<file path="config.mk">
export PLATFORM = sky130hd
export DESIGN_NAME = id_ex_reg
export DESIGN_NICKNAME = d
export VERILOG_FILES = /design/src/rtl/id_ex_reg.sv
export SDC_FILE = /design/constraint.sdc
export NUM_CORES = 1
export LEC_CHECK = 0
export BUFFER_PORTS_ARGS = -buffer_cell sky130_fd_sc_hd__buf_2
export CELL_PAD_IN_SITES_DETAIL_PLACEMENT = 2
export CELL_PAD_IN_SITES_GLOBAL_PLACEMENT = 2
export CORE_AREA = 8 8 145 147
export DETAILED_ROUTE_END_ITERATION = 8
export DIE_AREA = 0 0 153 155
export PLACE_DENSITY = 0.79
export SLEW_MARGIN = 0
export SYNTH_ARGS = -nofsm -noshare
export SYNTH_HDL_FRONTEND = slang
export SYNTH_SLANG_ARGS = --single-unit
</file>
<file path="constraint.sdc">
create_clock -name Clk -period 3.2 [get_ports Clk]
set_input_delay 0.64 -clock Clk [delete_from_list [all_inputs] [get_ports Clk]]
set_output_delay 0.64 -clock Clk [all_outputs]
set_load 0.05 [all_outputs]
</file>
<file path="src/rtl/id_ex_reg.sv">
// id_ex_reg: decode-to-execute pipeline register for the 5-stage MIPS core.
// Handles flush, bubble insertion and hold. While held, an operand that came
// from a register read is refreshed from the write-back port.
// Optional macro ID_EX_BUBBLE_CNT_EN adds saturating bubble/refresh counters.
module id_ex_reg #(
    parameter int unsigned STALL_W    = 6,
    parameter logic [7:0]  NOP_ALUOP  = 8'h00,
    parameter logic [2:0]  NOP_ALUSEL = 3'b000
) (
    input  logic               Clk,
    input  logic               Rst_n,
    input  logic [STALL_W-1:0] stall,
    input  logic               flush,
    input  logic [7:0]         id_aluop,
    input  logic [2:0]         id_alusel,
    input  logic [31:0]        id_reg1,
    input  logic [31:0]        id_reg2,
    input  logic               id_reg1_read,
    input  logic               id_reg2_read,
    input  logic [4:0]         id_reg1_addr,
    input  logic [4:0]         id_reg2_addr,
    input  logic [4:0]         id_wd,
    input  logic               id_wreg,
    input  logic               wb_wreg,
    input  logic [4:0]         wb_wd,
    input  logic [31:0]        wb_wdata,
`ifdef ID_EX_BUBBLE_CNT_EN
    output logic [15:0]        bubble_cnt,
    output logic [15:0]        refresh_cnt,
`endif
    output logic [7:0]         ex_aluop,
    output logic [2:0]         ex_alusel,
    output logic [31:0]        ex_reg1,
    output logic [31:0]        ex_reg2,
    output logic [4:0]         ex_wd,
    output logic               ex_wreg,
    output logic               ex_valid
);

    localparam int unsigned DATA_W = 32;
    localparam int unsigned ADDR_W = 5;
    localparam int unsigned CNT_W  = 16;

    logic [7:0]        aluop_q,  aluop_d;
    logic [2:0]        alusel_q, alusel_d;
    logic [DATA_W-1:0] reg1_q,   reg1_d;
    logic [DATA_W-1:0] reg2_q,   reg2_d;
    logic              rd1_q,    rd1_d;
    logic              rd2_q,    rd2_d;
    logic [ADDR_W-1:0] addr1_q,  addr1_d;
    logic [ADDR_W-1:0] addr2_q,  addr2_d;
    logic [ADDR_W-1:0] wd_q,     wd_d;
    logic              wreg_q,   wreg_d;
    logic              valid_q,  valid_d;

    logic bubble_c;
    logic hold_c;
    logic refresh1_c;
    logic refresh2_c;

    // Decode the stall/flush priority and the per-operand refresh conditions
    always_comb begin
        bubble_c   = flush | (stall[2] & ~stall[3]);
        hold_c     = ~flush & stall[2] & stall[3];
        refresh1_c = hold_c & rd1_q & wb_wreg & (wb_wd == addr1_q) & (addr1_q != '0);
        refresh2_c = hold_c & rd2_q & wb_wreg & (wb_wd == addr2_q) & (addr2_q != '0);
    end

    // Next-state selection: bubble, hold with refresh, or capture
    always_comb begin
        aluop_d  = aluop_q;
        alusel_d = alusel_q;
        reg1_d   = reg1_q;
        reg2_d   = reg2_q;
        rd1_d    = rd1_q;
        rd2_d    = rd2_q;
        addr1_d  = addr1_q;
        addr2_d  = addr2_q;
        wd_d     = wd_q;
        wreg_d   = wreg_q;
        valid_d  = valid_q;
        if (bubble_c) begin
            // A bubble also drops its read flags so it can never be refreshed
            aluop_d  = NOP_ALUOP;
            alusel_d = NOP_ALUSEL;
            reg1_d   = '0;
            reg2_d   = '0;
            rd1_d    = 1'b0;
            rd2_d    = 1'b0;
            addr1_d  = '0;
            addr2_d  = '0;
            wd_d     = '0;
            wreg_d   = 1'b0;
            valid_d  = 1'b0;
        end else if (hold_c) begin
            if (refresh1_c) reg1_d = wb_wdata;
            if (refresh2_c) reg2_d = wb_wdata;
        end else begin
            // stall[2]=0 captures, including the illegal stall[3]-only case
            aluop_d  = id_aluop;
            alusel_d = id_alusel;
            reg1_d   = id_reg1;
            reg2_d   = id_reg2;
            rd1_d    = id_reg1_read;
            rd2_d    = id_reg2_read;
            addr1_d  = id_reg1_addr;
            addr2_d  = id_reg2_addr;
            wd_d     = id_wd;
            wreg_d   = id_wreg;
            valid_d  = 1'b1;
        end
    end

    // Pipeline state register with asynchronous reset to a bubble
    always_ff @(posedge Clk or posedge Rst_n) begin
        if (Rst_n) begin
            aluop_q  <= NOP_ALUOP;
            alusel_q <= NOP_ALUSEL;
            reg1_q   <= '0;
            reg2_q   <= '0;
            rd1_q    <= 1'b0;
            rd2_q    <= 1'b0;
            addr1_q  <= '0;
            addr2_q  <= '0;
            wd_q     <= '0;
            wreg_q   <= 1'b0;
            valid_q  <= 1'b0;
        end else begin
            aluop_q  <= aluop_d;
            alusel_q <= alusel_d;
            reg1_q   <= reg1_d;
            reg2_q   <= reg2_d;
            rd1_q    <= rd1_d;
            rd2_q    <= rd2_d;
            addr1_q  <= addr1_d;
            addr2_q  <= addr2_d;
            wd_q     <= wd_d;
            wreg_q   <= wreg_d;
            valid_q  <= valid_d;
        end
    end

    assign ex_aluop  = aluop_q;
    assign ex_alusel = alusel_q;
    assign ex_reg1   = reg1_q;
    assign ex_reg2   = reg2_q;
    assign ex_wd     = wd_q;
    assign ex_wreg   = wreg_q;
    assign ex_valid  = valid_q;

`ifdef ID_EX_BUBBLE_CNT_EN
    logic [CNT_W-1:0] bubble_cnt_q,  bubble_cnt_d;
    logic [CNT_W-1:0] refresh_cnt_q, refresh_cnt_d;

    // Saturating event counters
    always_comb begin
        bubble_cnt_d  = bubble_cnt_q;
        refresh_cnt_d = refresh_cnt_q;
        if (bubble_c && (bubble_cnt_q != '1))
            bubble_cnt_d = bubble_cnt_q + CNT_W'(1);
        if ((refresh1_c || refresh2_c) && (refresh_cnt_q != '1))
            refresh_cnt_d = refresh_cnt_q + CNT_W'(1);
    end

    // Counter registers
    always_ff @(posedge Clk or posedge Rst_n) begin
        if (Rst_n) begin
            bubble_cnt_q  <= '0;
            refresh_cnt_q <= '0;
        end else begin
            bubble_cnt_q  <= bubble_cnt_d;
            refresh_cnt_q <= refresh_cnt_d;
        end
    end

    assign bubble_cnt  = bubble_cnt_q;
    assign refresh_cnt = refresh_cnt_q;
`endif

    // Execute stalled while decode runs is an illegal stall vector
    illegal_stall_a: assert property (@(posedge Clk) disable iff (Rst_n)
                                      (stall[2] || !stall[3]));

endmodule

</file>
== Yosys cells after proc, flatten, opt, wreduce, memory -nomap -nowiden ==
Index checks and enable logic that the tools add are counted.
Word-level totals
  output and inout bits: 82
  memories: 0
  RAM bits: 0
  bits in latches: 0
  bits in read-only memories: 0
  logic and storage cells: 56
  register bits after elaboration: 94
  input port bits: 140
Operators by class
  shift operators: 0
  mux-type cells: 24
  $lt $le $gt $ge: 0
  $mul: 0
  add/sub/neg operators: 0
  equality and inequality tests: 5
  divide/modulo/power cells: 0
  reduce and logical (&&, ||, !) cells: 2
  bitwise operators: 14
Operators by type and width (count)
  two-way mux 32 bit: 6
  two-way mux 5 bit: 6
  two-way mux 8 bit: 2
  AND 1 bit: 11
  == test 5 bit: 2
  nonzero test 5 bit: 2
  two-way mux 1 bit: 8
  two-way mux 3 bit: 2
  != test 3 x 2 -> 1 bit, second input constant: 2
  != test 2 bit, second input constant: 1
  NOT 1 bit: 2
  OR 1 bit: 1

== Logic depth before layout (Yosys ltp) ==
Gate-level depths: netlist (run 1).
  word-level depth: 10
  gate-level depth with buffers: 7
  depth with buffers taken out: 4

== Worst setup path after synthesis (run 1) ==
No wires, ideal clock.
  path kind: input to register
  start point: input stall[3]
  end point: register reg1_q[0] (netlist: ex_reg1[0])
  cell stages on the path: 7
  setup time: 0.125 ns
  buffers on the path: 3
  path slack: 1.252 ns
  data required time: 3.075 ns
  arrival: 1.823 ns
  cell sequence: and2_1 clkbuf_1 nor2b_1 buf_2 o31a_4 buf_12 mux2_4
Between the ends
  longest elaborated chain between the ends: 6
  elaborated cells on any way between the ends: 11
  those cells by class: 1 x eq/ne; 2 x mux; 8 x bitwise
RTL lines
  start, declared: RTL line 12  | input logic [STALL_W-1:0] stall,
  AND 1 bit: RTL line 64  | hold_c = ~flush & stall[2] & stall[3];
  AND 1 bit (4 in a row): RTL line 65  | refresh1_c = hold_c & rd1_q & wb_wreg & (wb_wd == addr1_q) & (addr1_q != '0);
  != test 3 x 2 -> 1 bit (no source line)
  end signal, assigned: RTL line 131  | reg1_q <= reg1_d;
  end, declared: RTL line 46  | logic [DATA_W-1:0] reg1_q, reg1_d;
Several ways; a longest one is shown, not always the timed one.
A chain may end at the register's enable or synchronous reset.

== Final worst setup path (run 1) ==
  start point: register addr2_q[1]
  end point: register reg2_q[31] (netlist: ex_reg2[31])
Between the ends
  longest elaborated chain between the ends: 4
  elaborated cells on any way between the ends: 5
  those cells by class: 2 x eq/ne; 2 x bitwise; 1 x reduce/logical
RTL lines
  start, declared: RTL line 51  | logic [ADDR_W-1:0] addr2_q, addr2_d;
  start signal, assigned: RTL line 136  | addr2_q <= addr2_d;
  == test 5 bit: RTL line 66  | refresh2_c = hold_c & rd2_q & wb_wreg & (wb_wd == addr2_q) & (addr2_q != '0);
  AND 1 bit: RTL line 66
  AND 1 bit (*): RTL line 66
  != test 3 x 2 -> 1 bit (no source line) (*)
  end signal, assigned: RTL line 132  | reg2_q <= reg2_d;
  end, declared: RTL line 47  | logic [DATA_W-1:0] reg2_q, reg2_d;
Mark *: on every way between the ends. The rest lies on a longest branch, timed or not.

==> flow_metrics.tcl, run 1 <==
set metrics [dict create \
    synth.lib_cells_used.distinct 22 \
    areaGrowthSynthToFinish_pct 31.9 \
    yosysWarnings 0 \
    port-buffer-count 217 \
    post-cts-setup-buffer-count 0 \
    grt_first_pass_wirelength_mm 28.1 \
    final_nets 747 \
    hold_path.class "input port to asynchronous set/reset pin" \
    timing.critical_path.to_type "flop" \
    wl_per_cell_um 21.2 \
    grt-ovfl-total 0 \
    worst_path_largest_cell_delay_ns 0.61 \
    cts_tree "yes" \
    outcome "complete, no violations" \
    ys_top_cells_by_count "94 x dfrtp_1, 66 x a21oi_1, 64 x nand2b_1" \
    dp_slack_ns 0.561 \
    post_synth.cell_area_avg_um2 11.9 \
    drt_first_iter_violations 110 \
    rrSetupSlack_ns 0.85 \
    sum_of_negative_setup_slack_ns 0 \
    final-hold-violation-count 0 \
    cp_cell_sequence "or4_1 > a21oi_1 > o31a_4 > mux2_2" \
    postCtsHoldBufs 0 \
    placementRows 51 \
    fp.coreArea_mm2 0.0190 \
    max_cap_viol_count 0 \
    synth.top_cell.area_share_pct 48.9 \
    routed-via-count 4018 \
    worstSkewPairLatency_ns 0.35 \
    ctsResizeCount 0 \
    routed_via_density 4.72 \
    gr-usage-all-layers_pct 15.1 \
    dominantRegCellSynth "dfrtp_1" \
    route.final.wire_length_mm 18.0 \
    critical-path-slowest-cell "o31a_4" \
    power_density_mw_per_mm2 491 \
    crit_share_post_route_pct 73.6 \
    grt_antenna_before_repair 2 \
    synthesis.instances 404 \
    timing_worst_slew_pin_value_ns 0.751 \
    grt_start_max_net_pins 66 \
    crit_path_max_fanout 32 \
    die-area_mm2 0.0237 \
    critical_path.startpoint_type "flop" \
    ys_async_sr_fraction_pct 100 \
    timing.critical_path.buf_inv 0 \
    drt.antenna.violating_nets 0 \
    required_ns 3.42 \
    timing_max_transition_violations_final 0 \
    worstPathArrival_ns 2.58 \
    finClkSkew_ns 0.00935 \
    cts.root.buffer_cell "clkbuf_16" \
    postSynthNetCount 544 \
    yosysSeqAreaShare_pct 48.9 \
    syn-cell-area_mm2 0.00481 \
    power.ir.vdd_worst_mv 0.230 \
    dieWidth_um 153 \
    final_gp_congestion 0.807 \
    rsz0062_at_grt "no" \
    fmaxAchievable_ghz 0.425 \
    max-clock-path-buffers 2 \
    finalWorstPathRequiredPeriod_ns 2.35 \
    synth_top_cells_by_area "dfrtp_1 49%, mux2_4 19%, nand2b_1 8.3%" \
    number_of_synthesized_flops_with_an_enable_pin 0 \
    max_slew_margin_pct 49.9 \
    tritoncts.num_buffers 9 \
    placed_cells_incl_taps 834 \
    detailedPlacementHpwl_mm 13.7 \
    ys_ff_latch 94 \
    worst_slack_ns 0.846 \
    timing.final.setup_violations 0 \
    synth_area_leader_cell "dfrtp_1" \
    count_of_unresolved_drc_violations_after_routing 0 \
    drt_pass1_iterations 4 \
    critical_path.top_delay_family "compound AO/OA/AOI/OAI gates" \
    htreeDepth 3 \
    pin_count 222 \
    final_layout_size_suffix_gt1_share_pct 50.5 \
    layout.cells.non_filler 851 \
    initial_utilization_pct 25.4 \
    final_util_pct 33.5 \
    report.power.total_w 0.00312 \
    first_global_vias 4705 \
    clock-sinks 94 \
    leakage_nw 3.27 \
    floorplan.die.height_um 155 \
    nFillCells 2055 \
    timing.setup.critical_path_class "flop to flop" \
    clk_pin_slew_ns 0.07 \
    yosys.cell_count.top_type "dfrtp_1" \
]
metal layers:
metal | GRT usage [%] | part of all wire (%) | vias to the layer above
met2 | 26.3 | 49 | 148
met1 | 17.4 | 43 | 2037
met4 | 5.37 | 2.2 | 2
met3 | 4.22 | 5.5 | 27
met5 | 0 | 0.044 | -
li1 | - | - | 1804
layout by cell type (no fill, tap or decap), types with 2 or more instances in the layout:
cell | Yosys | layout
nand2_1 | 34 | 34
a211o_1 | 2 | 2
buf_4 | 0 | 5
buf_2 | 1 | 217
o31a_4 | 2 | 2
xor2_1 | 2 | 2
nand2b_1 | 64 | 64
a22o_2 | 2 | 2
nand3_1 | 2 | 2
a21oi_1 | 66 | 66
mux2_4 | 60 | 60
a22o_1 | 27 | 27
inv_6 | 0 | 2
dfrtp_1 | 94 | 94
xnor2_1 | 6 | 6
or4_1 | 2 | 2
mux2_2 | 4 | 4
clkbuf_16 | 0 | 9
worst paths after layout:
kind,startpoint,endpoint,cells after the start
min,Rst_n,ex_aluop[5]$_DFFE_PP0P_,2
min reg2reg,ex_valid$_DFFE_PP0P_,ex_valid$_DFFE_PP0P_,1
min in group Clk,ex_valid$_DFFE_PP0P_,ex_valid$_DFFE_PP0P_,1
max,addr2_q[1]$_DFFE_PP0P_,ex_reg2[31]$_DFFE_PP0P_,4
max reg2reg,addr2_q[1]$_DFFE_PP0P_,ex_reg2[31]$_DFFE_PP0P_,4
max in group asynchronous,Rst_n,ex_aluop[6]$_DFFE_PP0P_,3
final cells by class:
type,instances,area (µm²),area share (%)
Sequential cell,94,2350,37.1
Multi-Input combinational cell,277,2240,35.3
Timing Repair Buffer,223,1140,18.0
Tap cell,238,298,4.70
Clock buffer,10,229,3.61
Clock inverter,6,68.8,1.09
Inverter,2,10.0,0.158
Antenna cell,1,2.50,0.0395
kinds of logic (layout without fill, tap and decap cells):
| kind of cell | Yosys count | after routing | share of synthesized area [%] |
|---|---|---|---|
| muxes | 64 | 64 | 19.7 |
| and+or+nand+nor | 105 | 105 | 11.8 |
| AOI/OAI and AO/OA | 100 | 100 | 13.5 |
| xor gates and xnor gates | 8 | 8 | 1.46 |
| buffers and inverters | 33 | 241 | 4.63 |
| DFF | 94 | 94 | 48.9 |
| other | 0 | 1 | 0 |
stage by stage:
stage               hold WS [ns]  instance area (µm²)
finish                     0.362                 6340
global route               0.401                 6340
CTS                        0.384                 6340
detailed placement         0.489                 6040
global placement           0.457                 6040
floorplan                  0.473                 4810
power breakdown:
| group | internal, W | switching (W) | leakage [nW] |
|---|---|---|---|
| registers | 0.00126 | 0.0000483 | 1.25 |
| logic | 0.000248 | 0.000456 | 1.88 |
| clock network | 0.000613 | 0.000491 | 0.143 |
| total | 0.00212 | 0.000996 | 3.27 |
registers in the layout, summed over array words and instances, names as in the netlist:
name	cells
rd1_q	1
ex_wreg	1
addr2_q	5
addr1_q	5
ex_alusel	3
rd2_q	1
ex_wd	5
ex_valid	1
ex_reg1	32
ex_reg2	32
ex_aluop	8
Power figures use the tool's default switching activity.
==> run 2: changes to the inputs <==
==> constraint.sdc (replaced) <==
create_clock -name Clk -period 2 [get_ports Clk]
set_input_delay 0.4 -clock Clk [delete_from_list [all_inputs] [get_ports Clk]]
set_output_delay 0.4 -clock Clk [all_outputs]
set_load 0.05 [all_outputs]
==> run 2 against run 1 <==
Highest routed layer unchanged. Clock-buffer cell count is 1 higher. Core utilization increased by 1.7 points. Sequential power increased by 60%. Final area up 5.0%. Maximum frequency rose by 19%. Combinational power up 70%.
==> flow_metrics.tcl, run 2 (synthesis results as in run 1) <==
set metrics [dict create \
    outcome "complete, no violations" \
    routed_via_density 4.65 \
    fmaxAchievable_ghz 0.504 \
    grt_antenna_before_repair 1 \
    finalWorstPathRequiredPeriod_ns 1.98 \
    worstPathArrival_ns 2.22 \
    timing.final.setup_violations 0 \
    placementRows 51 \
    route.final.wire_length_mm 18.6 \
    cts.root.buffer_cell "clkbuf_16" \
    timing_worst_slew_pin_value_ns 1.29 \
    gr-usage-all-layers_pct 15.1 \
    post-route-cell-area_mm2 0.00666 \
    drt_pass1_iterations 4 \
    grt_first_pass_wirelength_mm 28.0 \
    tritoncts.num_buffers 9 \
    required_ns 2.23 \
    postCtsHoldBufs 0 \
    rsz0062_at_grt "yes" \
    fp.coreArea_mm2 0.0190 \
    crit_path_max_fanout 10 \
    clk_pin_slew_ns 0.07 \
    routed-via-count 4037 \
    crit_share_post_route_pct 99.2 \
    port-buffer-count 217 \
    final-hold-violation-count 0 \
    cts_tree "yes" \
    layout.cells.non_filler 869 \
    final_layout_size_suffix_gt1_share_pct 52.5 \
    max_cap_viol_count 0 \
    postPlaceCellArea_mm2 0.00621 \
    power.ir.vdd_worst_mv 0.265 \
    final_gp_congestion 0.824 \
    detailedPlacementHpwl_mm 13.9 \
    drt_first_iter_violations 95 \
    placed_cells_incl_taps 848 \
    dieWidth_um 153 \
    wl_per_cell_um 21.4 \
    grt-ovfl-total 0 \
    die-area_mm2 0.0237 \
    max-clock-path-buffers 2 \
    commonest_cells_after_routing_fill_and_taps_aside "217 x buf_2, 94 x dfrtp_1, 64 x nand2b_1, 64 x a21oi_1, 62 x mux2_4" \
    critical_path.startpoint_type "flop" \
    hold_path.class "input port to asynchronous set/reset pin" \
    floorplan.die.height_um 155 \
    pin_count 222 \
    timing.critical_path.to_type "flop" \
    initial_utilization_pct 25.4 \
    htreeDepth 3 \
    timing_max_transition_violations_final 0 \
    sum_of_negative_setup_slack_ns 0 \
    finClkSkew_ns 0.00858 \
    areaGrowthSynthToFinish_pct 38.5 \
    count_of_unresolved_drc_violations_after_routing 0 \
    r2r_start "addr2_q[1]$_DFFE_PP0P_" \
    final_nets 766 \
    power_density_mw_per_mm2 754 \
    critPathLaunch "addr2_q[1]$_DFFE_PP0P_" \
    num_antenna_cells 0 \
    leakage_nw 3.42 \
    grt_start_max_net_pins 48 \
    drt.antenna.violating_nets 0 \
    first_global_vias 4814 \
    timing.setup.critical_path_class "flop to flop" \
    clock-sinks 94 \
    worstSkewPairLatency_ns 0.35 \
    layout_commonest_cell "buf_2" \
    max_slew_margin_pct 14.1 \
]
run 2: cell types whose count changed in the layout (fill, tap and decap cells not counted), moves of 2 or more:
| cell | before | now |
|---|---|---|
| clkinvlp_4 | 1 | 3 |
| mux2_2 | 4 | 2 |
| buf_12 | 1 | 6 |
| or4_4 | 0 | 2 |
| a21oi_1 | 66 | 64 |
| mux2_4 | 60 | 62 |
| clkbuf_16 | 9 | 13 |
| buf_4 | 5 | 14 |
| or4_1 | 2 | 0 |
run 2: area by class of cell:
cell class | count | area, µm²
Timing Repair Buffer | 242 | 1440
Sequential cell | 94 | 2350
Clock buffer | 11 | 233
Clock inverter | 5 | 58.8
Multi-Input combinational cell | 277 | 2270
Tap cell | 238 | 298
Fill cell | 2081 | 12300
Inverter | 2 | 11.3
run 2: worst paths after layout:
kind / endpoint / slack (ns) / depth (start not counted)
max: ex_reg2[9]$_DFFE_PP0P_ / 0.02 / 5
min: ex_reg2[30]$_DFFE_PP0P_ / 0.07 / 2
max reg2reg: ex_reg2[9]$_DFFE_PP0P_ / 0.02 / 5
min reg2reg: ex_valid$_DFFE_PP0P_ / 0.49 / 1
max in group asynchronous: ex_reg1[10]$_DFFE_PP0P_ / 1.33 / 3
min in group Clk: ex_alusel[2]$_DFFE_PP0P_ / 0.27 / 2
run 2: power by group:
group	total [W]	switching, W	internal (W)
registers	0.00209	0.0000724	0.00202
clock network	0.00173	0.000761	0.000973
logic	0.00120	0.000750	0.000446
total	0.00502	0.00158	0.00344
run 2: routing by layer:
| layer | GRT usage (%) | wire length (µm) | vias up | part of all wire [%] |
|---|---|---|---|---|
| met1 | 17.6 | 8030 | 2033 | 43 |
| met2 | 26.5 | 9240 | 141 | 50 |
| li1 | - | - | 1846 | - |
| met5 | 0 | 12 | - | 0.064 |
| met4 | 4.48 | 199 | 2 | 1.1 |
| met3 | 4.30 | 1140 | 15 | 6.1 |
run 2: worst max-delay path: stages (launching register included):
cell and delay, ns:
dfrtp_1 0.39, or4_4 0.56, a21oi_4 0.14, o31a_4 0.28
buf_16 0.19, mux2_4 0.30
run 2: repair_timing:
item / 4_1_cts / 5_1_grt
resized for setup: 4 / 4
setup buffers: 0 / 0
cloned: 1 / 4
pin swaps: 1 / 4
endpoints found under the setup margin: 9 / 22
run 2: through the flow:
step	hold slack [ns]	worst slack [ns]	utilization [%]	total power, W
2_1_floorplan	0.473	0.162	-	0.00288
3_3_place_gp	0.434	0.0192	32.8	0.00326
3_5_place_dp	0.442	-0.0282	32.8	0.00329
4_1_cts	0.0612	0.00301	34.5	0.00509
5_1_grt	0.0729	-0.0379	35.1	0.00524
6_report	0.0673	0.0155	35.1	0.00502
